### config.mk
export PLATFORM = sky130hd
export DESIGN_NAME = fetch_queue_flat
export DESIGN_NICKNAME = d
export VERILOG_FILES = /design/src/rtl/fetch_queue_pkg.sv /design/src/rtl/fetch_queue_if.sv /design/src/rtl/fetch_queue_fifo.sv /design/src/rtl/fetch_queue.sv /design/src/flat_wrapper.sv
export SDC_FILE = /design/constraint.sdc
export NUM_CORES = 1
export LEC_CHECK = 0
export ABC_AREA = 0
export CELL_PAD_IN_SITES_DETAIL_PLACEMENT = 0
export CELL_PAD_IN_SITES_GLOBAL_PLACEMENT = 1
export CORE_ASPECT_RATIO = 1.4
export CORE_MARGIN = 2
export CORE_UTILIZATION = 52
export DETAILED_ROUTE_END_ITERATION = 6
export GPL_TIMING_DRIVEN = 0
export PLACE_DENSITY = 0.85
export SYNTH_ARGS = -nofsm -noshare
export SYNTH_HDL_FRONTEND = slang
export SYNTH_HIERARCHICAL = 1
export SYNTH_SLANG_ARGS = --single-unit
### constraint.sdc
create_clock -name clk -period 5.5 [get_ports clk]
set_input_delay 0.825 -clock clk [delete_from_list [all_inputs] [get_ports clk]]
set_output_delay 0.825 -clock clk [all_outputs]
set_load 0.02 [all_outputs]
### src/rtl/fetch_queue_pkg.sv
// Shared types and constants for the instruction fetch queue.
package fetch_pkg;

  localparam int          FETCH_WIDTH = 32;
  localparam logic [31:0] NOP_INSTR   = 32'h0000_0013;

  typedef struct packed {
    logic [31:0]            instr;
    logic [FETCH_WIDTH-1:0] pc;
    logic [FETCH_WIDTH-1:0] pc_plus4;
  } fetch_entry_t;

endpackage

### src/rtl/fetch_queue_if.sv
// Fetch-side bundle: instruction-memory port, execute redirect and decode handshake.
interface fetch_queue_if #(
  parameter int WIDTH = 32
);
  logic             imem_req;
  logic [WIDTH-1:0] imem_addr;
  logic [31:0]      imem_rdata;
  logic             PCsrc_E;
  logic [WIDTH-1:0] PCTarget_E;
  logic             valid_D;
  logic             ready_D;
  logic [31:0]      instr_D;
  logic [WIDTH-1:0] PC_D;
  logic [WIDTH-1:0] PCPlus4_D;

  modport master (
    output imem_req, imem_addr, valid_D, instr_D, PC_D, PCPlus4_D,
    input  imem_rdata, PCsrc_E, PCTarget_E, ready_D
  );

  modport slave (
    input  imem_req, imem_addr, valid_D, instr_D, PC_D, PCPlus4_D,
    output imem_rdata, PCsrc_E, PCTarget_E, ready_D
  );
endinterface

### src/rtl/fetch_queue_fifo.sv
// fq_fifo: circular buffer of fetch entries with push/pop/flush and an occupancy count.
module fq_fifo
  import fetch_pkg::*;
#(
  parameter int  DEPTH   = 4,
  parameter type entry_t = fetch_entry_t
) (
  input  logic                       clk,
  input  logic                       rst,
  input  logic                       push,
  input  logic                       pop,
  input  logic                       flush,
  input  entry_t                     push_data,
  output entry_t                     head,
  output logic                       empty,
  output logic [$clog2(DEPTH+1)-1:0] count
);
  localparam int PTR_W = $clog2(DEPTH);

  entry_t           mem [DEPTH];
  logic [PTR_W-1:0] wr_ptr;
  logic [PTR_W-1:0] rd_ptr;

  // NOTE: the storage array carries no reset; only pointers and count do, and
  // the head is masked while empty so nothing unwritten ever reaches a port.
  always_ff @(posedge clk) begin
    if (push && !flush) mem[wr_ptr] <= push_data;
  end

  // NOTE: all state is updated with non-blocking assignments so every register
  // samples pre-edge values regardless of statement order.
  always_ff @(posedge clk or negedge rst) begin
    if (!rst) begin
      wr_ptr <= '0;
      rd_ptr <= '0;
      count  <= '0;
    end else if (flush) begin
      wr_ptr <= '0;
      rd_ptr <= '0;
      count  <= '0;
    end else begin
      if (push) wr_ptr <= wr_ptr + 1'b1;
      if (pop)  rd_ptr <= rd_ptr + 1'b1;
      case ({push, pop})
        2'b10:   count <= count + 1'b1;
        2'b01:   count <= count - 1'b1;
        default: count <= count;
      endcase
    end
  end

  assign empty = (count == '0);
  assign head  = empty ? '0 : mem[rd_ptr];

endmodule

### src/rtl/fetch_queue.sv
// Fetch stage: PC register, credit-throttled imem requests and squash on redirect,
// feeding fq_fifo. Define FETCH_QUEUE_STATS_EN to add stall_cnt/flush_cnt outputs.
module fetch_queue
  import fetch_pkg::*;
#(
  parameter int               WIDTH    = 32,
  parameter int               DEPTH    = 4,
  parameter logic [WIDTH-1:0] RESET_PC = '0
) (
  input  logic          clk,
  input  logic          rst,
  fetch_queue_if.master bus
`ifdef FETCH_QUEUE_STATS_EN
  ,
  output logic [31:0]   stall_cnt,
  output logic [31:0]   flush_cnt
`endif
);
  localparam int CNT_W = $clog2(DEPTH + 1);

  // fetch_entry_t layout, sized to this instance's WIDTH.
  typedef struct packed {
    logic [31:0]      instr;
    logic [WIDTH-1:0] pc;
    logic [WIDTH-1:0] pc_plus4;
  } entry_t;

  logic [WIDTH-1:0] pc_f;
  logic [WIDTH-1:0] req_pc;
  logic             inflight;
  logic             push;
  logic             pop;
  logic             empty;
  logic [CNT_W-1:0] count;
  logic [CNT_W-1:0] credit_used;
  entry_t           push_data;
  entry_t           head;

  // An outstanding request reserves a slot until its response lands, so the
  // queue can never be pushed while full.
  assign credit_used   = count + CNT_W'(inflight);
  assign bus.imem_req  = rst && !bus.PCsrc_E && (credit_used < CNT_W'(DEPTH));
  assign bus.imem_addr = pc_f;

  assign push        = inflight && !bus.PCsrc_E;
  assign bus.valid_D = !empty && !bus.PCsrc_E;
  assign pop         = bus.valid_D && bus.ready_D;
  assign push_data   = '{instr: bus.imem_rdata, pc: req_pc, pc_plus4: req_pc + WIDTH'(4)};

  always_ff @(posedge clk or negedge rst) begin
    if (!rst) begin
      pc_f     <= RESET_PC;
      req_pc   <= '0;
      inflight <= 1'b0;
    end else begin
      // imem_req is low during a redirect, so the slot after it starts empty.
      inflight <= bus.imem_req;
      if (bus.imem_req) req_pc <= pc_f;
      if (bus.PCsrc_E)       pc_f <= bus.PCTarget_E & ~WIDTH'(3);
      else if (bus.imem_req) pc_f <= pc_f + WIDTH'(4);
    end
  end

  fq_fifo #(
    .DEPTH   (DEPTH),
    .entry_t (entry_t)
  ) u_fifo (
    .clk       (clk),
    .rst       (rst),
    .push      (push),
    .pop       (pop),
    .flush     (bus.PCsrc_E),
    .push_data (push_data),
    .head      (head),
    .empty     (empty),
    .count     (count)
  );

  assign bus.instr_D   = head.instr;
  assign bus.PC_D      = head.pc;
  assign bus.PCPlus4_D = head.pc_plus4;

`ifdef FETCH_QUEUE_STATS_EN
  // Both counters stick at all-ones instead of wrapping.
  always_ff @(posedge clk or negedge rst) begin
    if (!rst) begin
      stall_cnt <= '0;
      flush_cnt <= '0;
    end else begin
      if (bus.valid_D && !bus.ready_D && stall_cnt != '1) stall_cnt <= stall_cnt + 32'd1;
      if (bus.PCsrc_E && flush_cnt != '1)                 flush_cnt <= flush_cnt + 32'd1;
    end
  end
`endif

endmodule

### src/flat_wrapper.sv
// flat-port wrapper written by rule: the top's interface ports become plain ports
module fetch_queue_flat import fetch_pkg::*;
#(
  parameter int               WIDTH    = 32,
  parameter int               DEPTH    = 4,
  parameter logic [WIDTH-1:0] RESET_PC = '0
)
  (clk, rst, bus_imem_req, bus_imem_addr, bus_valid_D, bus_instr_D, bus_PC_D, bus_PCPlus4_D, bus_imem_rdata, bus_PCsrc_E, bus_PCTarget_E, bus_ready_D);
  fetch_queue_if #(.WIDTH(WIDTH)) bus_i ();
  input  logic clk;
  input  logic rst;
  output wire logic [$bits(bus_i.imem_req)-1:0] bus_imem_req;
  output wire logic [$bits(bus_i.imem_addr)-1:0] bus_imem_addr;
  output wire logic [$bits(bus_i.valid_D)-1:0] bus_valid_D;
  output wire logic [$bits(bus_i.instr_D)-1:0] bus_instr_D;
  output wire logic [$bits(bus_i.PC_D)-1:0] bus_PC_D;
  output wire logic [$bits(bus_i.PCPlus4_D)-1:0] bus_PCPlus4_D;
  input wire logic [$bits(bus_i.imem_rdata)-1:0] bus_imem_rdata;
  input wire logic [$bits(bus_i.PCsrc_E)-1:0] bus_PCsrc_E;
  input wire logic [$bits(bus_i.PCTarget_E)-1:0] bus_PCTarget_E;
  input wire logic [$bits(bus_i.ready_D)-1:0] bus_ready_D;
  assign bus_imem_req = bus_i.imem_req;
  assign bus_imem_addr = bus_i.imem_addr;
  assign bus_valid_D = bus_i.valid_D;
  assign bus_instr_D = bus_i.instr_D;
  assign bus_PC_D = bus_i.PC_D;
  assign bus_PCPlus4_D = bus_i.PCPlus4_D;
  assign bus_i.imem_rdata = bus_imem_rdata;
  assign bus_i.PCsrc_E = bus_PCsrc_E;
  assign bus_i.PCTarget_E = bus_PCTarget_E;
  assign bus_i.ready_D = bus_ready_D;
  fetch_queue #(.WIDTH(WIDTH), .DEPTH(DEPTH), .RESET_PC(RESET_PC)) u_core (.clk(clk), .rst(rst), .bus(bus_i));
endmodule
* After elaboration in Yosys (flattened, before gate mapping)
Memories as Yosys holds them, arrays and structs flattened.
Index checks and enable logic that the tools add are counted.
** Word-level totals
- Register bits after elaboration :: 72
- RAM bits :: 384
- Logic and storage cells :: 41
- Memories kept :: 1
** Operators by class
- $add $sub $neg :: 7
- Magnitude comparators :: 1
- Equal/unequal tests :: 2
- Muxes and demuxes :: 11
- Reduce and logical (&&, ||, !) cells :: 13
** Memory list
- u_core.u_fifo.mem :: depth 4, width 96, rd ports 1, clocked after memory_dff 0, wr ports 1, line fetch_queue_fifo.sv:20 : entry_t mem [DEPTH];
** Operator list (number)
- 96-bit 2-to-1 mux :: 1
- 32-bit by 3-bit adder with 32-bit output (second input constant) :: 2
- 32-bit 2-to-1 mux :: 2
- 2-bit 2-to-1 mux :: 4
- 1-bit logical AND :: 6
- 3-bit one-hot mux with 2 select lines :: 1
- 2-bit nonzero test :: 3
- 2-bit by 1-bit adder with 2-bit output (second input constant) :: 2
- 3-bit by 1-bit adder with 3-bit output :: 1
- 3-bit by 1-bit adder with 3-bit output (second input constant) :: 1
- 3-bit zero test :: 1
- 3-bit less-than comparator (second input constant) :: 1
- 3-bit 2-to-1 mux :: 1
- 3-bit nonzero test :: 1
- 3-bit by 1-bit subtractor with 3-bit output (second input constant) :: 1
- 2-bit by 1-bit == test with 1-bit output (second input constant) :: 1
- 2-bit == test (second input constant) :: 1
- 1-bit zero test :: 2
- 1-bit 2-to-1 mux :: 2

* Logic depth before layout (Yosys ltp)
- Word-level depth :: 7
- Depth in mapped cells :: 9
- Gate-level depth less buffers :: 8

* Modules after synthesis
The synthesis kept the hierarchy.
** Modules (own cells, without submodules)
- fq_fifo :: instances 1, cells an instance 650, area an instance 14946.8 um2, sequential area each 11706.2 um2
- fetch_queue :: instances 1, cells an instance 350, area an instance 3457.1 um2, sequential area each 1526.5 um2

* Worst setup path before layout
No wires, ideal clock.
- Path type :: input to register
- From :: input port bus_PCsrc_E
- To :: memory u_core/u_fifo/mem[0][0] in the netlist's numbering (enable)
- Setup time :: 0.466 ns
- Arrival time :: 4.007 ns
- Setup slack :: 1.027 ns
- Stages on the path :: 6
- Path through :: buf_2 > buf_1 > nor2b_1 > clkbuf_1 > nor2b_1 > and2_1
** Between the ends
- Word-level cells in the longest chain between the ends :: 5
** Ends and longest elaborated chain
- from (decl) :: line flat_wrapper.sv:19 : input wire logic [$bits(bus_i.PCsrc_E)-1:0] bus_PCsrc_E;
- 1-bit zero test :: line fetch_queue.sv:45 : assign push = inflight && !bus.PCsrc_E;
- 1-bit logical AND :: line fetch_queue.sv:45
- named net u_core.push :: line fetch_queue.sv:31 : logic push;
- 1-bit logical AND :: line fetch_queue_fifo.sv:27 : if (push && !flush) mem[wr_ptr] <= push_data;
- 1-bit 2-to-1 mux :: line fetch_queue_fifo.sv:27
- 1-bit 2-to-1 mux (implied by the code) :: line fetch_queue_fifo.sv:27
- to (decl) :: line fetch_queue_fifo.sv:20
The timed path passes the listed nets, and every way through them passes these cells.

* Final worst setup path
- From :: register u_core.u_fifo.count[0]
- To :: output port bus_PC_D[31]
** Between the ends
- Word-level cells in the longest chain between the ends :: 2
** Ends and longest elaborated chain
- from (decl) :: line fetch_queue_fifo.sv:16 : output logic [$clog2(DEPTH+1)-1:0] count
- from (signal assigned) :: line fetch_queue_fifo.sv:45 : 2'b10: count <= count + 1'b1;
- from (signal assigned) :: line fetch_queue_fifo.sv:46 : 2'b01: count <= count - 1'b1;
- from (signal assigned) :: line fetch_queue_fifo.sv:47 : default: count <= count;
- 3-bit zero test :: line fetch_queue_fifo.sv:52 : assign empty = (count == '0);
- 96-bit 2-to-1 mux :: line fetch_queue_fifo.sv:53 : assign head = empty ? '0 : mem[rd_ptr];
- to (decl) :: line flat_wrapper.sv:16 : output wire logic [$bits(bus_i.PC_D)-1:0] bus_PC_D;
No other way between the ends.

==> reports/qor.csv <==
stage;metric;value;unit
detailed_routing;vias_per_cell;5.54;
layout;n_antenna_cell;0;
detailed_routing;first_iter_violations;669;
clock_network;clockRootBuffer;clkbuf_16;
clock_network;clock_latency;0.54;ns
clock_network;cts.sinks;452;
logic_synthesis;ys_types;51;
logic_synthesis;ys_ff_latch;452;
timing;rsz0062_at_grt;false;
logic_synthesis;synth_cells;1000;
timing;fin_hold_ws;0.0841;ns
critical_path;ff2ff_path_depth;9;
global_route;grt_pass1_vias;10193;
logic_synthesis;syn_area;18400;um^2
layout;utilization;0.643;
timing;relSlewSlack;0.396;
place;hpwl;24.1;mm
global_route;grt_pass1_wl;56.3;mm
critical_path;crit_required;4.68;ns
floorplanning;fp.dieH;227;um
critical_path;path_max_fanout;10;
critical_path;r2r_start;u_core/u_fifo/count[0];
place;place_area;21100;um^2
timing;fin_skew;0.0167;ns
timing;fmax;242;MHz
timing;worstMarginPinSlew;0.880;ns
logic_synthesis;yosys_warnings;6;
global_route;grt_max_degree;69;
power_and_ir_drop;power_switching_share;0.233;
global_route;grt_overflow;0;
flow_run;maxCapViolations;0;
layout;final_cell_area;22400;um^2
clock_network;cts_made_buffers;41;
clock_network;postCtsHoldBufs;0;
layout;drive_gt1_frac;0.177;
hold_path;hold_path_class;input port to async pin;
detailed_routing;firstDrtPassIters;5;
timing;slew_violations;0;
timing;min_period;4.13;ns
run_status;outcome;completed;
critical_path;end_kind;output pin;
clock_network;cts_setup_buffers;0;
critical_path;r2r-end;u_core/u_fifo/count[2];
power_and_ir_drop;pwr-share-comb;0.119;
global_route;track_usage;0.203;
layout;syn2layout_area_growth;21.9;%
timing;setup_viol;0;
timing;period_share;0.752;
power_and_ir_drop;power.total;7.81;mW
layout;fin_nets;1332;
logic_synthesis;ys.flop_type;edfxtp_1;
critical_path;arrival;3.31;ns
clock_network;clkSlewWorstSetupHoldPaths;0.07;ns
clock_network;cts_tree;yes;
critical_path;startpoint_type;flop;
floorplanning;rows;81;
clock_network;cts_resized;0;
floorplanning;fp.dieArea;36900;um^2
power_and_ir_drop;cellLeakagePower;7.44;nW
clock_network;htree_levels;2;
timing;fin_tns_setup;0;ns
power_and_ir_drop;p_switching;1.82;mW
logic_synthesis;ys_seq_area_frac;0.719;
floorplanning;core;34900;um^2
critical_path;worstSetupPathType;flop to output pin;
critical_path;reg2reg_slack;2.26;ns
floorplanning;ios;198;
power_and_ir_drop;seq_power_share;0.523;
power_and_ir_drop;power_frac_clock;0.358;
floorplanning;initial_core_util;0.528;
place;dp.cells;1670;
logic_synthesis;avgSynthCellArea;18.4;um^2
timing;setup_ws;1.37;ns
global_route;antenna_found_initial;0;
layout;stdcell_count;1742;
detailed_routing;ant_nets;0;
detailed_routing;drt_wl_total;36.4;mm
place;port_buffers;192;
detailed_routing;routedWlPerCell;20.9;um
place;gp_congestion;0.830;
logic_synthesis;async_flop_share;0.150;
detailed_routing;num_vias;9644;
logic_synthesis;synth_edf_count;384;
timing;hold_viol;0;
power_and_ir_drop;ir_drop;0.178;mV
place;place_ws;1.82;ns
floorplanning;dieWidth;163;um
power_and_ir_drop;p_int;5.99;mW
layout;fill_cells;2495;
detailed_routing;drcViolationCount;0;
power_and_ir_drop;cellPowerDensity;348;nW/um^2
clock_network;clockBufferDepth;3;
==> flip-flops by register name, summed over array words and instances (netlist names) <==
name / flops
u_core/u_fifo/count: 3
u_core/bus.imem_addr: 30
u_core/req_pc: 30
u_core/u_fifo/wr_ptr: 2
u_core/u_fifo/mem: 384
u_core/u_fifo/rd_ptr: 2
u_core/inflight: 1
==> cell families after synthesis <==
logic type                 after synthesis  synth area share
muxes                                  130             0.138
adders and majority gates                7           0.00517
DFF                                    452             0.719
buffers and inverters                   62            0.0170
xor gates and xnor gates                57            0.0271
AOI/OAI and AO/OA                       36            0.0109
other                                    1          0.000204
and+or+nand+nor                        255            0.0825
==> power by group through the flow <==
stage	Clock [mW]	Combinational (mW)	Sequential, mW
5_1_grt	2.96	1.01	4.10
6_report	2.79	0.931	4.08
2_1_floorplan	0	0.508	4.12
3_5_place_dp	0	0.942	4.16
4_1_cts	2.85	0.946	4.08
3_3_place_gp	0	0.917	4.14
==> routing by layer <==
| layer | vias to the layer above | share of wire | GRT usage |
|---|---|---|---|
| met5 | - | 0 | 0 |
| met1 | 4972 | 0.39 | 0.252 |
| met4 | 0 | 0.028 | 0.0699 |
| met3 | 57 | 0.050 | 0.0388 |
| li1 | 4376 | - | - |
| met2 | 239 | 0.53 | 0.358 |
==> Yosys cell counts (2+ instances only) <==
master / number / share of area
a31oi_1: 3 / 0.0010
and2_1: 7 / 0.0024
and2b_1: 19 / 0.0078
and3_1: 9 / 0.0031
and4_1: 3 / 0.0014
and4_2: 2 / 0.0011
buf_2: 9 / 0.0024
buf_4: 7 / 0.0029
buf_6: 2 / 0.0012
clkbuf_1: 29 / 0.0059
dfrtp_1: 68 / 0.092
edfxtp_1: 384 / 0.63
ha_1: 6 / 0.0041
inv_1: 11 / 0.0022
mux2_2: 30 / 0.018
mux2i_1: 4 / 0.0022
mux4_2: 96 / 0.12
nand2_1: 44 / 0.0090
nand3_1: 17 / 0.0046
nand4_1: 26 / 0.0088
nor2_1: 22 / 0.0045
nor2b_1: 81 / 0.028
nor3_1: 3 / 0.00082
nor3b_1: 4 / 0.0016
nor4_1: 2 / 0.00068
o211ai_1: 3 / 0.0012
o21ai_0: 27 / 0.0073
o31ai_1: 2 / 0.00082
or2_2: 2 / 0.00068
or4_1: 2 / 0.00082
xnor2_1: 28 / 0.013
xor2_1: 29 / 0.014
==> worst max path at each step <==
stage	startpoint	to	slack, ns	depth (start not counted)
3_3_place_gp	rst	bus_imem_req	-1.12	5
3_5_place_dp	bus_PCsrc_E	bus_imem_req	1.82	6
4_1_cts	u_core/u_fifo/count[0]	bus_PC_D[31]	1.26	5
2_1_floorplan	bus_PCsrc_E	u_core/u_fifo/mem[0][0]	1.03	6
6_report	u_core/u_fifo/count[0]	bus_PC_D[31]	1.37	5
5_1_grt	u_core/u_fifo/count[0]	bus_PC_D[31]	1.19	5
==> layout by cell type (no fill, tap or decap), types with 5 or more instances in the layout <==
cell type          n
nor2_1            22
ha_1               6
nand4_1           26
nand2_1           44
clkinv_1           8
nand3_1           17
conb_1            18
mux2_2            30
edfxtp_1         384
nor2b_1           81
and3_1             9
o21ai_0           27
dfrtp_1           68
buf_4              8
and2b_1           19
buf_16             5
clkbuf_1          35
clkdlybuf4s50_1  191
xnor2_1           28
clkbuf_16         42
buf_2              9
inv_1             11
mux4_2            96
xor2_1            29
==> critical path, stage by stage, from the launching register on <==
cell	delay (ns)
dfrtp_1	0.46
nor3_4	0.57
clkbuf_1	0.51
clkbuf_1	0.42
and2b_1	0.26
clkdlybuf4s50_1	0.54
==> area by class of cell <==
cell class | instances | area (um^2) | area share
clock inverters | 21 | 208 | 0.00926
plain buffers | 50 | 268 | 0.0119
multi-input cells | 503 | 4930 | 0.220
inverters | 12 | 45.0 | 0.00201
well taps | 456 | 571 | 0.0254
flip-flops and latches | 452 | 13200 | 0.590
repair buffers | 197 | 2060 | 0.0917
clock buffers | 51 | 1110 | 0.0497
Power figures use the tool's default switching activity.
